## src/rtl/control_pkg.sv

```systemverilog
// Shared encodings for the microprogram sequencer: sequencing opcodes,
// sequencer states and default sizing.
package control_pkg;

  localparam int DEFAULT_ADDR_WIDTH  = 5;
  localparam int DEFAULT_STACK_DEPTH = 4;

  typedef enum logic [2:0] {
    SEQ_INC      = 3'd0,
    SEQ_JUMP     = 3'd1,
    SEQ_JUMP_IF  = 3'd2,
    SEQ_CALL     = 3'd3,
    SEQ_RET      = 3'd4,
    SEQ_DISPATCH = 3'd5,
    SEQ_HALT     = 3'd6,
    SEQ_RSVD     = 3'd7
  } seq_op_e;

  typedef enum logic [1:0] {
    FETCH  = 2'd0,
    WAIT   = 2'd1,
    DECODE = 2'd2,
    HALTED = 2'd3
  } state_e;

endpackage

```

## src/rtl/micro_return_stack.sv

```systemverilog
// LIFO of return addresses for microcode CALL/RET. The caller is expected to
// gate push with full and pop with empty; illegal requests are dropped here.
module micro_return_stack
  import control_pkg::*;
#(
  parameter int DATA_WIDTH = DEFAULT_ADDR_WIDTH,
  parameter int DEPTH      = DEFAULT_STACK_DEPTH
) (
  input  logic                  clk,
  input  logic                  reset,
  input  logic                  push,
  input  logic                  pop,
  input  logic [DATA_WIDTH-1:0] push_data,
  output logic [DATA_WIDTH-1:0] pop_data,
  output logic                  full,
  output logic                  empty
);

  localparam int PTR_W = $clog2(DEPTH);
  localparam int SP_W  = PTR_W + 1;

  logic [DATA_WIDTH-1:0] mem_r [DEPTH];
  logic [SP_W-1:0]       sp_r;
  logic [PTR_W-1:0]      top_idx_s;

  // sp wraps cleanly in the low bits, so sp-1 always indexes the top entry
  assign top_idx_s = sp_r[PTR_W-1:0] - PTR_W'(1);
  assign pop_data  = mem_r[top_idx_s];
  assign full      = (sp_r == SP_W'(DEPTH));
  assign empty     = (sp_r == SP_W'(0));

  // Stack pointer and storage update
  always_ff @(posedge clk or posedge reset) begin
    if (reset) begin
      sp_r <= '0;
      for (int i = 0; i < DEPTH; i++) begin
        mem_r[i] <= '0;
      end
    end else if (push && !full) begin
      mem_r[sp_r[PTR_W-1:0]] <= push_data;
      sp_r                   <= sp_r + SP_W'(1);
    end else if (pop && !empty) begin
      sp_r <= sp_r - SP_W'(1);
    end
  end

endmodule

```

## src/rtl/control_store_sequencer.sv

```systemverilog
// Microprogram sequencer: owns the micro-PC, strobes control-store reads,
// loads the instruction register and picks the next micro-address.
module control_store_sequencer
  import control_pkg::*;
#(
  parameter int ADDR_WIDTH  = DEFAULT_ADDR_WIDTH,
  parameter int STACK_DEPTH = DEFAULT_STACK_DEPTH
) (
  input  logic                  clk,
  input  logic                  reset,
  output logic [ADDR_WIDTH-1:0] cs_address,
  output logic                  cs_read_enable,
  input  logic                  cs_data_valid,
  output logic                  ir_load,
  input  logic [2:0]            seq_op,
  input  logic [ADDR_WIDTH-1:0] next_address,
  input  logic                  condition,
  input  logic [ADDR_WIDTH-1:0] dispatch_address,
  input  logic                  resume,
  output logic                  halted,
  output logic                  stack_error
);

  state_e                state_r, state_next_s;
  logic [ADDR_WIDTH-1:0] upc_r, upc_next_s, upc_inc_s;
  logic                  stack_error_r, err_set_s;
  logic                  push_s, pop_s, full_s, empty_s;
  logic [ADDR_WIDTH-1:0] pop_data_s;

  assign upc_inc_s = upc_r + ADDR_WIDTH'(1);

  micro_return_stack #(
    .DATA_WIDTH(ADDR_WIDTH),
    .DEPTH     (STACK_DEPTH)
  ) u_stack (
    .clk      (clk),
    .reset    (reset),
    .push     (push_s),
    .pop      (pop_s),
    .push_data(upc_inc_s),
    .pop_data (pop_data_s),
    .full     (full_s),
    .empty    (empty_s)
  );

  // Next-state and next-upc selection
  always_comb begin
    state_next_s = state_r;
    upc_next_s   = upc_r;
    push_s       = 1'b0;
    pop_s        = 1'b0;
    err_set_s    = 1'b0;
    case (state_r)
      FETCH: state_next_s = WAIT;
      WAIT: begin
        if (cs_data_valid) begin
          state_next_s = DECODE;
        end else begin
          state_next_s = WAIT;
        end
      end
      DECODE: begin
        state_next_s = FETCH;
        case (seq_op_e'(seq_op))
          SEQ_JUMP: upc_next_s = next_address;
          SEQ_JUMP_IF: begin
            if (condition) begin
              upc_next_s = next_address;
            end else begin
              upc_next_s = upc_inc_s;
            end
          end
          SEQ_CALL: begin
            if (full_s) begin
              err_set_s    = 1'b1;
              state_next_s = HALTED;
            end else begin
              push_s     = 1'b1;
              upc_next_s = next_address;
            end
          end
          SEQ_RET: begin
            if (empty_s) begin
              err_set_s    = 1'b1;
              state_next_s = HALTED;
            end else begin
              pop_s      = 1'b1;
              upc_next_s = pop_data_s;
            end
          end
          SEQ_DISPATCH: upc_next_s = dispatch_address;
          SEQ_HALT: begin
            upc_next_s   = upc_inc_s;
            state_next_s = HALTED;
          end
          default: upc_next_s = upc_inc_s;
        endcase
      end
      HALTED: begin
        if (resume && !stack_error_r) begin
          state_next_s = FETCH;
        end else begin
          state_next_s = HALTED;
        end
      end
      default: state_next_s = FETCH;
    endcase
  end

  // State, micro-PC and sticky error registers
  always_ff @(posedge clk or posedge reset) begin
    if (reset) begin
      state_r       <= FETCH;
      upc_r         <= '0;
      stack_error_r <= 1'b0;
    end else begin
      state_r <= state_next_s;
      if (state_r == DECODE) begin
        upc_r <= upc_next_s;
      end
      if (err_set_s) begin
        stack_error_r <= 1'b1;
      end
    end
  end

  // Reset resets state to FETCH, so the read strobe is masked while it is held
  assign cs_read_enable = (state_r == FETCH) && !reset;
  assign ir_load        = (state_r == WAIT) && cs_data_valid;
  assign halted         = (state_r == HALTED);
  assign cs_address     = upc_r;
  assign stack_error    = stack_error_r;

endmodule
```

## config.mk

```make
export PLATFORM = sky130hd
export DESIGN_NAME = control_store_sequencer
export DESIGN_NICKNAME = d
export VERILOG_FILES = /design/src/rtl/control_pkg.sv /design/src/rtl/micro_return_stack.sv /design/src/rtl/control_store_sequencer.sv
export SDC_FILE = /design/constraint.sdc
export NUM_CORES = 1
export LEC_CHECK = 0
export CAP_MARGIN = 20
export CORE_UTILIZATION = 56
export CTS_BUF_LIST = sky130_fd_sc_hd__clkbuf_8
export CTS_CLUSTER_DIAMETER = 150
export CTS_CLUSTER_SIZE = 8
export DETAILED_ROUTE_END_ITERATION = 16
export GPL_TIMING_DRIVEN = 0
export HOLD_SLACK_MARGIN = 0.12
export PLACE_DENSITY = 0.83
export REMOVE_ABC_BUFFERS = 1
export SETUP_SLACK_MARGIN = 0.2
export SYNTH_ARGS = -nofsm -noshare
export SYNTH_HDL_FRONTEND = slang
export SYNTH_HIERARCHICAL = 1
export SYNTH_SLANG_ARGS = --single-unit
```

## constraint.sdc

```tcl
create_clock -name clk -period 3.5 [get_ports clk]
set_input_delay 0.525 -clock clk [delete_from_list [all_inputs] [get_ports clk]]
set_output_delay 0.525 -clock clk [all_outputs]
set_load 0.01 [all_outputs]
```

* Word-level counts from Yosys, hierarchy flattened *
Index checks and enable logic that the tools add are counted.

storage, ports and cells
  register bits after elaboration = 31
  bits in latches = 0
  bits in writable memories = 0
  memory bits (read-only) = 0
  word-level logic and storage cells = 71
  memories kept = 0

cells by class
  add/subtract/negate cells = 4
  $mul = 0
  divide/modulo/power cells = 0
  order comparisons = 3
  equality and inequality tests = 12
  shift-type cells = 0
  multiplexer cells = 28
  bitwise gates (word level) = 2
  reduce and logical (&&, ||, !) cells = 14

operators with widths
  operator                                                     number
  two-way mux 5 bit                                            6
  case mux 5 bit (5 select lines)                              1
  bitwise mux 20 bit                                           1
  equality test 3 bit (second input constant)                  4
  binary-select mux 5 bit (select 2 bit)                       1
  demux 5 bit (select 2 bit)                                   1
  two-way mux 1 bit                                            9
  two-way mux 2 bit                                            4
  case mux 2 bit (4 select lines)                              1
  equality test 3 x 2 -> 1 bit (second input constant)         2
  >= comparator 3 bit (second input constant)                  2
  logical AND 1 bit                                            6
  two-way mux 3 bit                                            2
  NOT 2 -> 3 bit                                               2
  case mux 2 bit (3 select lines)                              1
  adder 5 x 1 -> 5 bit (second input constant)                 1
  equality test 2 bit (second input constant)                  2
  logical NOT 1 bit                                            4
  inequality test 2 bit (second input constant)                2
  adder 3 x 1 -> 3 bit (second input constant)                 1
  equality test 3 x 1 -> 1 bit (second input constant)         1
  logical NOT 3 bit                                            1
  less-than comparator 3 x 1 -> 1 bit (second input constant)  1
  AND reduction 3 bit                                          1
  6 further kinds                                              6

* Longest topological paths before layout *
Gate-level depths: netlist of run 1.

  word-level depth = 7
  gate-level depth with buffers = 11
  gate-level depth less buffers = 10

* Modules after synthesis *
The synthesis of run 1 kept the hierarchy.

by module, submodules not included
  module                   instances  cells each  area each (um^2)
  micro_return_stack       1          76          1,118.6
  control_store_sequencer  1          83          704.4

* Worst setup path after synthesis of run 1 *
OpenSTA, ideal clock, no wires.

  path kind = register -> register
  start = register u_stack.sp_r[0]
  end = register u_stack.sp_r[2]
  setup time = 0.134 ns
  data arrival time = 2.564 ns
  slack = 0.802 ns
  stages on the path, launching flop included = 12
  path through = dfrtp_1 buf_2 inv_1 ha_1 and2_2 nor3_1 a21boi_2 inv_1 fa_1 or2_2 a21oi_1 a221oi_1

between the ends
  longest elaborated chain between the ends = 6

ends and longest elaborated chain
  what                                                            line                           RTL
  from (decl)                                                     micro_return_stack.sv:23       logic [SP_W-1:0] sp_r;
  from (signal assigned)                                          micro_return_stack.sv:41       sp_r <= sp_r + SP_W'(1);
  from (signal assigned)                                          micro_return_stack.sv:43       sp_r <= sp_r - SP_W'(1);
  equality test 3 bit (*)                                         micro_return_stack.sv:29       assign full = (sp_r == SP_W'(DEPTH));
  via full_s                                                      control_store_sequencer.sv:27  logic push_s, pop_s, full_s, empty_s;
  two-way mux 1 bit (*)                                           control_store_sequencer.sv:74  if (full_s) begin
  two-way mux 1 bit (*)                                           control_store_sequencer.sv:64  case (seq_op_e'(seq_op))
  two-way mux 1 bit (*)                                           control_store_sequencer.sv:53  case (state_r)
  via push_s                                                      control_store_sequencer.sv:27
  logical AND 1 bit (*)                                           micro_return_stack.sv:39       end else if (push && !full) begin
  two-way mux 3 bit / nonzero test 2 bit (equally long branches)  n/a

Mark *: on every way through the listed nets, which the timed path passes. The rest lies on a longest branch. The select of a mux whose other input is x is not followed.
A chain may end at the register's enable or synchronous reset.

* Final worst setup path of run 1 *
  start = input seq_op[1]
  end = register u_stack.sp_r[2]

between the ends
  longest elaborated chain between the ends = 5

ends and longest elaborated chain
  what                                                            line                           RTL
  from (decl)                                                     control_store_sequencer.sv:15  input logic [2:0] seq_op,
  equality test 3 x 2 -> 1 bit (*)                                control_store_sequencer.sv:64
  two-way mux 1 bit (*)                                           control_store_sequencer.sv:64
  two-way mux 1 bit (*)                                           control_store_sequencer.sv:53
  via push_s                                                      control_store_sequencer.sv:27
  logical AND 1 bit (*)                                           micro_return_stack.sv:39
  two-way mux 3 bit / nonzero test 2 bit (equally long branches)  n/a

Mark *: on every way through the listed nets, which the timed path passes. The rest lies on a longest branch.

==> flow_summary.toml, run 1 <==
[grt]
grt_pass1_wl_mm = 6.29
grt_max_degree = 24
grt-ovfl-total = 0
grt_pass1_vias = 1391
grt_use_total_pct = 24.9
antenna_found_initial = 0

[synth]
synthCells = 159
synthAdderAreaFrac_pct = 4.53
synthTopCellsByCount = "31 x dfrtp_1, 21 x mux2_2, 11 x inv_1"
netlist-cell-type-count = 40
synth_compound_area_share_pct = 13.1
synth_top_area_share_pct = 42.6
avgSynthCellArea_um2 = 11.5
synth_warnings = 6
syn_area_um2 = 1820
synth_top_family_by_area = "multiplexers"
async_flop_share_pct = 100
synth-seq-area-share_pct = 42.6
synth_area_leaders = "dfrtp_1 43%, mux2_2 13%, mux4_2 6.2%, ha_1 3.4%, a21oi_1 2.5%"
yosys.area_share.xor_xnor_pct = 2.40
synth_edf_count = 0
ys_ff_latch = 31
synthMuxAreaShare_pct = 21.3
ys.flop_type = "dfrtp_1"
synth_top_area_cell = "dfrtp_1"
yosysMostFrequentCell = "dfrtp_1"
synthSimpleGateAreaFrac_pct = 11.9

[placed_design]
routabilityCongestion = 0.722
portBuffers = 26
place_ws_ns = 0.0539
dp_hpwl_mm = 2.77

[job]
maxCapViolCount = 0

[floorplan]
die_h_um = 59.1
core_area_um2 = 3080
die_area_um2 = 3490
fp-row-count = 20
die_w_um = 59.1
ioPinCount = 27
start_util_pct = 59.2

[clock_network]
ctsHoldBuffers = 0
clk_latency_ns = 0.28
clockBufferDepth = 2
cts_tree = "built"
cts_setup_buffers = 0
cts_resized = 0
h-tree-depth = 2
cts_sinks = 31
cts-root-buf = "clkbuf_8"
clk_pin_slew_ns = 0.06
numCtsBuffers = 5

[timing]
report.final.slew_viol_count = 0
fin_tns_setup_ns = 0
finalHoldViolCount = 0
post-route-period-util_pct = 87.3
fin_crit_ns = 3.06
final.setup.worst_slack_ns = 0.443
setup_viol_count_final = 0
holdWs_ns = 0.500
fmax_ghz = 0.327
skew_ns = 0.00544
slew-limit-headroom_pct = 42.5
tightest_slew_ns = 0.862
grt_setup_unrepaired = "no"

[power_and_ir_drop]
ir_drop_uv = 413
p_per_area_nw_per_um2 = 743
total_power_mw = 1.65
p_leak_nw = 0.979

[status]
outcome = "complete, no violations"

[setup_path]
crit_path_end_kind = "flop"
worstPathArrival_ns = 3.22
cp-start-kind = "input pin"
required_ns = 3.67
critPathKind = "input pin to flop"
cp_max_fo = 9

[route]
routedWlPerCell_um = 16.2
vias = 1346
drt_wl_total_mm = 3.76
ant_nets = 0
drt-pass1-iter-count = 4
drc = 0
drt_iter0_drc = 86
via_per_inst = 5.80

[layout]
areaGrowthSynthToFinish_pct = 21.8
regArea_um2 = 777
n_antenna_cell = 0
multiInputGateArea_um2 = 977
nets = 211
drive_above_1_share_pct = 22.9
num-fill-cells = 226

[hold_path]
hp-class = "flop to flop"
## registers in the layout, summed over array words and instances (netlist names)
register	count
state_r	2
u_stack/mem_r	20
stack_error	1
cs_address	5
u_stack/sp_r	3
## layout by cell type, fill, tap and decap left out, types with 2 or more instances in the layout
cell type / Yosys / final
dfrtp_1: 31 / 30
or2_2: 2 / 2
dlymetal6s2s_1: 0 / 2
o21a_1: 2 / 2
nor3_1: 5 / 4
nor2_1: 7 / 7
nand3_1: 2 / 2
a32oi_1: 2 / 2
o22a_1: 2 / 2
xnor2_1: 4 / 4
mux4_2: 5 / 5
a21oi_1: 9 / 9
mux2i_1: 4 / 4
nor2b_1: 3 / 3
inv_1: 11 / 11
clkdlybuf4s50_1: 0 / 24
nand2_1: 6 / 6
o21ai_1: 5 / 5
mux2_2: 21 / 21
clkbuf_8: 0 / 7
o22ai_1: 2 / 2
a31oi_1: 3 / 3
nand2b_1: 6 / 6
nand3b_1: 2 / 2
ha_1: 5 / 5
## cell families (layout without fill, tap and decap cells)
family	count (synthesis)	in the layout
xor gates and xnor gates	5	5
muxes	30	30
AOI/OAI and AO/OA	33	33
and+or+nand+nor	38	38
DFF	31	31
buffers and inverters	16	45
adders and majority gates	6	6
## path summary, 6_finish.rpt
path,slack (ns),end,start,cells after the start
max reg2reg,0.57,u_stack/sp_r[2]$_DFFE_PP0P_,u_stack/sp_r[0]$_DFFE_PP0P_,10
min reg2reg,0.50,u_stack/mem_r[6]$_DFFE_PP0P_,u_stack/mem_r[6]$_DFFE_PP0P_,1
max in group asynchronous,2.11,u_stack/sp_r[0]$_DFFE_PP0P_,reset,2
max,0.44,u_stack/sp_r[2]$_DFFE_PP0P_,seq_op[1],10
min,0.50,u_stack/mem_r[6]$_DFFE_PP0P_,u_stack/mem_r[6]$_DFFE_PP0P_,1
min in group asynchronous,0.56,cs_address[2]$_DFFE_PP0P_,reset,2
## stage by stage
step / utilization, % / area (µm²) / std cells
final: 72.1 / 2220 / 232
after global routing: 72.1 / 2220 / 232
after CTS: 71.7 / 2210 / 232
after detailed placement: 68.4 / 2100 / 224
after global placement: 68.4 / 2100 / 224
after floorplan: - / 1790 / 154
## report_power, final
part / internal (mW) / switching, mW
registers: 0.500 / 0.137
clock network: 0.179 / 0.132
logic: 0.381 / 0.320
total: 1.06 / 0.588
## worst max-delay path, cell delays in order
cell,delay [ns]
clkdlybuf4s50_1,0.65
nor2b_4,0.30
nand2_1,0.09
nor3_2,0.26
a21boi_2,0.31
inv_1,0.09
fa_1,0.41
nor2b_1,0.23
xnor2_1,0.09
a221oi_1,0.26
## layout make-up
cell class | count | share of cell area (%)
clock buffers | 7 | 4.34
clock inverters | 1 | 0.338
inverters | 11 | 1.86
multi-input cells | 112 | 44.0
flip-flops and latches | 31 | 35.0
well taps | 44 | 2.48
repair buffers | 26 | 12.0
## metal layers
metal | track usage [%] | wire (µm) | vias up
li1 | - | - | 633
met4 | 9.52 | 23 | 0
met1 | 28.8 | 1640 | 670
met2 | 44.2 | 1920 | 41
met5 | 0 | 0 | -
met3 | 6.33 | 178 | 2
(Power assumes the default switching activity.)
==> run 2, diff against run 1 <==
--- a/config.mk
+++ b/config.mk
@@ -6,14 +6,14 @@
 export NUM_CORES = 1
 export LEC_CHECK = 0
 export CAP_MARGIN = 20
-export CORE_UTILIZATION = 56
+export CORE_UTILIZATION = 50
 export CTS_BUF_LIST = sky130_fd_sc_hd__clkbuf_8
 export CTS_CLUSTER_DIAMETER = 150
 export CTS_CLUSTER_SIZE = 8
 export DETAILED_ROUTE_END_ITERATION = 16
 export GPL_TIMING_DRIVEN = 0
 export HOLD_SLACK_MARGIN = 0.12
-export PLACE_DENSITY = 0.83
+export PLACE_DENSITY = 0.78
 export REMOVE_ABC_BUFFERS = 1
 export SETUP_SLACK_MARGIN = 0.2
 export SYNTH_ARGS = -nofsm -noshare
==> constraint.sdc (replaced) <==
create_clock -name clk -period 2.7 [get_ports clk]
set_input_delay 0.405 -clock clk [delete_from_list [all_inputs] [get_ports clk]]
set_output_delay 0.405 -clock clk [all_outputs]
set_load 0.01 [all_outputs]
==> run 2 against run 1 <==
Non-clock buffer count increased by 7. Setup slack lost 0.14 ns. Highest routed layer unchanged. Sequential cell count did not move. Clock skew is 0.0018 ns higher. Utilization down 4.8 points. Combinational power increased by 43%. Clock power is 49% higher. Wire length shrank 3.0%. Via count decreased by 0.15%. Largest cell class unchanged.
==> flow_summary.toml, run 2 (synthesis results as in run 1) <==
[status]
outcome = "complete, no violations"

[layout]
fin_util_pct = 67.4
num-fill-cells = 245
drive_above_1_share_pct = 28.7
finalInstanceArea_um2 = 2300
final_cell_mix = "30 x dfrtp_1, 23 x clkdlybuf4s50_1, 21 x mux2_2"
nets = 218
regMostFlops = "u_stack/mem_r"
largest_reg_flops = 20
final_common_cell = "dfrtp_1"
areaGrowthSynthToFinish_pct = 26.2
n_antenna_cell = 0

[floorplan]
ioPinCount = 27
die_area_um2 = 3890
start_util_pct = 53.4
die_h_um = 62.4
fp-row-count = 21
die_w_um = 62.4
core_area_um2 = 3420

[timing]
grt_setup_unrepaired = "no"
tightest_slew_ns = 0.858
report.final.slew_viol_count = 0
post-route-period-util_pct = 88.9
setup_viol_count_final = 0
fin_tns_setup_ns = 0
fin_crit_ns = 2.40
finalHoldViolCount = 0
slew-limit-headroom_pct = 42.7
fmax_ghz = 0.417
skew_ns = 0.00725
holdWs_ns = 0.456

[setup_path]
crit_family = "simple AND/OR/NAND/NOR gates"
r2r_cells = 10
cp_max_fo = 12
crit_path_end_kind = "flop"
slowest_delay_ns = 0.39
critPathSlowestCell = "dlygate4sd2_1"
regToRegStartpoint = "u_stack/sp_r[0]$_DFFE_PP0P_"
r2r_setup_slack_ns = 0.30
crit_buf_inv = 2
cp-start-kind = "input pin"
cp_cell_sequence = "dlygate4sd2_1 > nor2b_4 > nand2_1 > nor3_4 > a21boi_4 > inv_1 > fa_2 > or2_2 > a21oi_1 > a221oi_2"
critPathKind = "input pin to flop"
reg2reg_to = "u_stack/sp_r[2]$_DFFE_PP0P_"
required_ns = 2.87
worstPathArrival_ns = 2.57

[power_and_ir_drop]
ir_drop_uv = 664
switching_power_uw = 797
p_per_area_nw_per_um2 = 978
p_comb_share_pct = 44.4
internal-power_mw = 1.45
power_frac_seq_pct = 35.0
p_sw_share_pct = 35.4
p_clk_share_pct = 20.5
p_leak_nw = 1.01
total_power_mw = 2.25

[route]
drt_wl_total_mm = 3.65
drt-pass1-iter-count = 4
via_per_inst = 5.58
routedWlPerCell_um = 15.1
drt_iter0_drc = 85
ant_nets = 0
drc = 0
vias = 1344

[clock_network]
h-tree-depth = 2
ctsHoldBuffers = 0
clk_pin_slew_ns = 0.07
cts_sinks = 31
clk_latency_ns = 0.29
cts_tree = "built"
clockBufferDepth = 2
cts-root-buf = "clkbuf_8"
numCtsBuffers = 5

[placed_design]
placed_area_um2 = 2110
dp_hpwl_mm = 2.66
routabilityCongestion = 0.870
portBuffers = 26

[grt]
antenna_found_initial = 0
grt_pass1_vias = 1443
grt_pass1_wl_mm = 6.45
grt_max_degree = 24
grt-ovfl-total = 0
grt_use_total_pct = 21.4

[job]
maxCapViolCount = 0

[hold_path]
hp-class = "input pin to async pin"
run 2: power groups by stage:
stage	clock, mW	sequential (mW)	combinational (mW)
floorplan	0	0.806	0.602
global route	0.489	0.816	1.09
global placement	0	0.811	0.864
finish	0.462	0.788	1.00
detailed placement	0	0.826	0.903
CTS	0.466	0.785	0.979
run 2: stage by stage:
stage	cells	setup slack [ns]
after floorplan	154	0.000926
after CTS	237	0.206
after global routing	241	0.234
after global placement	226	-0.448
after detailed placement	226	-0.578
final	241	0.299
run 2: worst max path at each step:
stage / startpoint / slack (ns) / end / depth (start not counted)
6_report: seq_op[2] / 0.30 / u_stack/sp_r[2]$_DFFE_PP0P_ / 10
5_1_grt: u_stack/sp_r[0]$_DFFE_PP0P_ / 0.23 / u_stack/sp_r[2]$_DFFE_PP0P_ / 10
4_1_cts: u_stack/sp_r[0]$_DFFE_PP0P_ / 0.21 / u_stack/sp_r[2]$_DFFE_PP0P_ / 10
3_5_place_dp: seq_op[0] / -0.58 / u_stack/sp_r[2]$_DFFE_PP0P_ / 9
3_3_place_gp: seq_op[0] / -0.45 / u_stack/sp_r[2]$_DFFE_PP0P_ / 9
2_1_floorplan: u_stack/sp_r[0]$_DFFE_PP0P_ / 0.0009 / u_stack/sp_r[2]$_DFFE_PP0P_ / 10
run 2: cell type report:
class                           count  area [µm²]  area share (%)
Clock buffer                        5        68.8            2.99
Multi-Input combinational cell    112        1000            43.7
Clock inverter                      3        43.8            1.90
Tap cell                           46        57.6            2.50
Timing Repair Buffer               33         308            13.4
Inverter                           11        41.3            1.79
Sequential cell                    31         777            33.8
run 2: repair_timing:
item | CTS | global route
setup endpoints to repair | 18 | 1
pin swaps | 0 | 1
resized for setup | 10 | 5
setup buffers | 3 | 4
run 2: worst register-to-register path, cell delays in order (launching register included):
cell and delay [ns]:
dfrtp_2 0.36, inv_1 0.06, ha_2 0.23, and2_2 0.24
nor3_4 0.22, a21boi_4 0.22, inv_1 0.07, fa_2 0.37
or2_2 0.29, a21oi_1 0.19, a221oi_2 0.05
run 2: layer usage:
layer / global-route usage (%) / up-vias / part of all wire [%]
met1: 25.8 / 659 / 44
li1: - / 649 / -
met2: 37.2 / 31 / 51
met4: 8.43 / 0 / 1.2
met3: 4.74 / 5 / 3.9
met5: 0 / - / 0
==> run 3, diff against run 2 <==
--- a/config.mk
+++ b/config.mk
@@ -5,15 +5,14 @@
 export SDC_FILE = /design/constraint.sdc
 export NUM_CORES = 1
 export LEC_CHECK = 0
-export CAP_MARGIN = 20
-export CORE_UTILIZATION = 50
+export CORE_UTILIZATION = 43
 export CTS_BUF_LIST = sky130_fd_sc_hd__clkbuf_8
 export CTS_CLUSTER_DIAMETER = 150
 export CTS_CLUSTER_SIZE = 8
 export DETAILED_ROUTE_END_ITERATION = 16
 export GPL_TIMING_DRIVEN = 0
 export HOLD_SLACK_MARGIN = 0.12
-export PLACE_DENSITY = 0.78
+export PLACE_DENSITY = 0.69
 export REMOVE_ABC_BUFFERS = 1
 export SETUP_SLACK_MARGIN = 0.2
 export SYNTH_ARGS = -nofsm -noshare
==> run 3 against run 2 <==
Utilization down 10 points. Sequential power about the same. Wire length up 2.3%. Clock-buffer cell count up 1. Global-route usage down 2.3 points. First-iteration DRC count down 36%. Cell area down 0.22%. Clock power up 2%. Power up 0.17%. Sequential cell count unchanged. Setup slack better by 0.070 ns. Critical endpoint unchanged. Highest routed layer unchanged.
==> flow_summary.toml, run 3 (synthesis results as in run 1) <==
[placed_design]
portBuffers = 26
dp_cells = 230
placed_area_um2 = 2110
routabilityCongestion = 0.741
dp_hpwl_mm = 2.75

[layout]
num-fill-cells = 332
multiInputGateArea_um2 = 1010
n_antenna_cell = 0
regMostFlops = "u_stack/mem_r"
drive_above_1_share_pct = 29.0
finalInstanceArea_um2 = 2300
regArea_um2 = 777
nets = 216
final_cells = 243
largest_reg_flops = 20
areaGrowthSynthToFinish_pct = 25.9
final_cell_mix = "30 x dfrtp_1, 23 x clkdlybuf4s50_1, 21 x mux2_2"
final_common_cell = "dfrtp_1"

[route]
routedWlPerCell_um = 15.4
drt-pass1-iter-count = 4
drc = 0
vias = 1343
drt_iter0_drc = 54
ant_nets = 0
via_per_inst = 5.53
drt_wl_total_mm = 3.73

[status]
outcome = "complete, no violations"

[power_and_ir_drop]
ir_drop_uv = 334
p_leak_nw = 1.00
total_power_mw = 2.25
p_per_area_nw_per_um2 = 982

[floorplan]
die_area_um2 = 4500
start_util_pct = 45.2
ioPinCount = 27
die_w_um = 67.1
die_h_um = 67.1
fp-row-count = 23
core_area_um2 = 4030

[job]
maxCapViolCount = 0

[setup_path]
slowest_delay_ns = 0.36
crit_path_end_kind = "flop"
regToRegStartpoint = "u_stack/sp_r[0]$_DFFE_PP0P_"
critPathKind = "flop to flop"
cp-start-kind = "flop"
crit_start = "u_stack/sp_r[0]$_DFFE_PP0P_"
cp_max_fo = 5
r2r_cells = 10
required_ns = 2.85
cp_common_cell = "inv_1"
reg2reg_to = "u_stack/sp_r[2]$_DFFE_PP0P_"
endpoint = "u_stack/sp_r[2]$_DFFE_PP0P_"
worstPathArrival_ns = 2.48
critPathSlowestCell = "dfrtp_2"
r2r_setup_slack_ns = 0.37
cp_cell_sequence = "inv_1 > ha_2 > and2_2 > nor3_4 > a21boi_4 > inv_1 > fa_2 > or2_2 > a21oi_2 > a221oi_2"

[timing]
slew-limit-headroom_pct = 42.3
skew_ns = 0.00706
report.final.slew_viol_count = 0
post-route-period-util_pct = 86.3
fin_crit_ns = 2.33
holdWs_ns = 0.447
finalHoldViolCount = 0
setup_viol_count_final = 0
tightest_slew_ns = 0.864
fmax_ghz = 0.429
grt_setup_unrepaired = "no"

[grt]
grt_pass1_wl_mm = 6.31
grt_pass1_vias = 1412
grt_max_degree = 24
antenna_found_initial = 0
grt-ovfl-total = 0
grt_use_total_pct = 19.1

[hold_path]
hp-class = "input pin to async pin"

[clock_network]
h-tree-depth = 2
ctsHoldBuffers = 0
cts_tree = "built"
cts-root-buf = "clkbuf_8"
cts_sinks = 31
clockBufferDepth = 2
clk_latency_ns = 0.28
numCtsBuffers = 5
clk_pin_slew_ns = 0.07
## run 3: area by class of cell
type                    instances  share of cell area, %
well taps                      50                   2.72
clock inverters                 2                   1.53
multi-input cells             112                   43.9
flip-flops and latches         31                   33.8
inverters                      11                   1.80
repair buffers                 31                   12.6
clock buffers                   6                   3.60
## run 3: worst min-delay path by stage
stage	from	to	slack, ns	cells after the start
after floorplan	reset	cs_address[0]$_DFFE_PP0P_	0.22	1
after global placement	u_stack/mem_r[14]$_DFFE_PP0P_	u_stack/mem_r[14]$_DFFE_PP0P_	0.48	1
after detailed placement	stack_error$_DFFE_PP0P_	stack_error$_DFFE_PP0P_	0.49	1
after CTS	reset	cs_address[4]$_DFFE_PP0P_	0.45	2
after global routing	reset	cs_address[1]$_DFFE_PP0P_	0.47	2
final	reset	cs_address[1]$_DFFE_PP0P_	0.45	2
## run 3: power breakdown
group	internal [mW]	leakage, nW	switching (mW)
Clock	0.298	0.0612	0.172
Combinational	0.528	0.535	0.468
Sequential	0.648	0.404	0.140
## run 3: critical path, delay by kind of cell (launching register included)
family	cells	cell delay (ns)
fa+ha+maj	2	0.59
flops	1	0.36
compound gates	3	0.40
buf+inv	2	0.12
simple gates	3	0.74
## run 3: repair_timing
item                                    CTS  global route
cloned                                    0             0
resized for setup                        10             8
pin swaps                                 0             1
endpoints found under the setup margin   18             1
setup buffers                             3             2
hold endpoints to repair                  0             0
## run 3: through the flow
stage	utilization [%]	setup TNS, ns	setup slack [ns]
global route	57.0	0	0.227
floorplan	-	0	0.000926
finish	57.0	0	0.370
detailed placement	52.4	-1.85	-0.553
global placement	52.4	-1.42	-0.460
CTS	56.4	0	0.216
## run 3: layer usage
layer | global-route usage (%) | up-vias | share of wire, %
met5 | 0 | - | 0
met4 | 6.65 | 0 | 0.21
met3 | 5.65 | 2 | 5.1
met2 | 34.1 | 30 | 53
met1 | 21.3 | 671 | 42
li1 | - | 640 | -
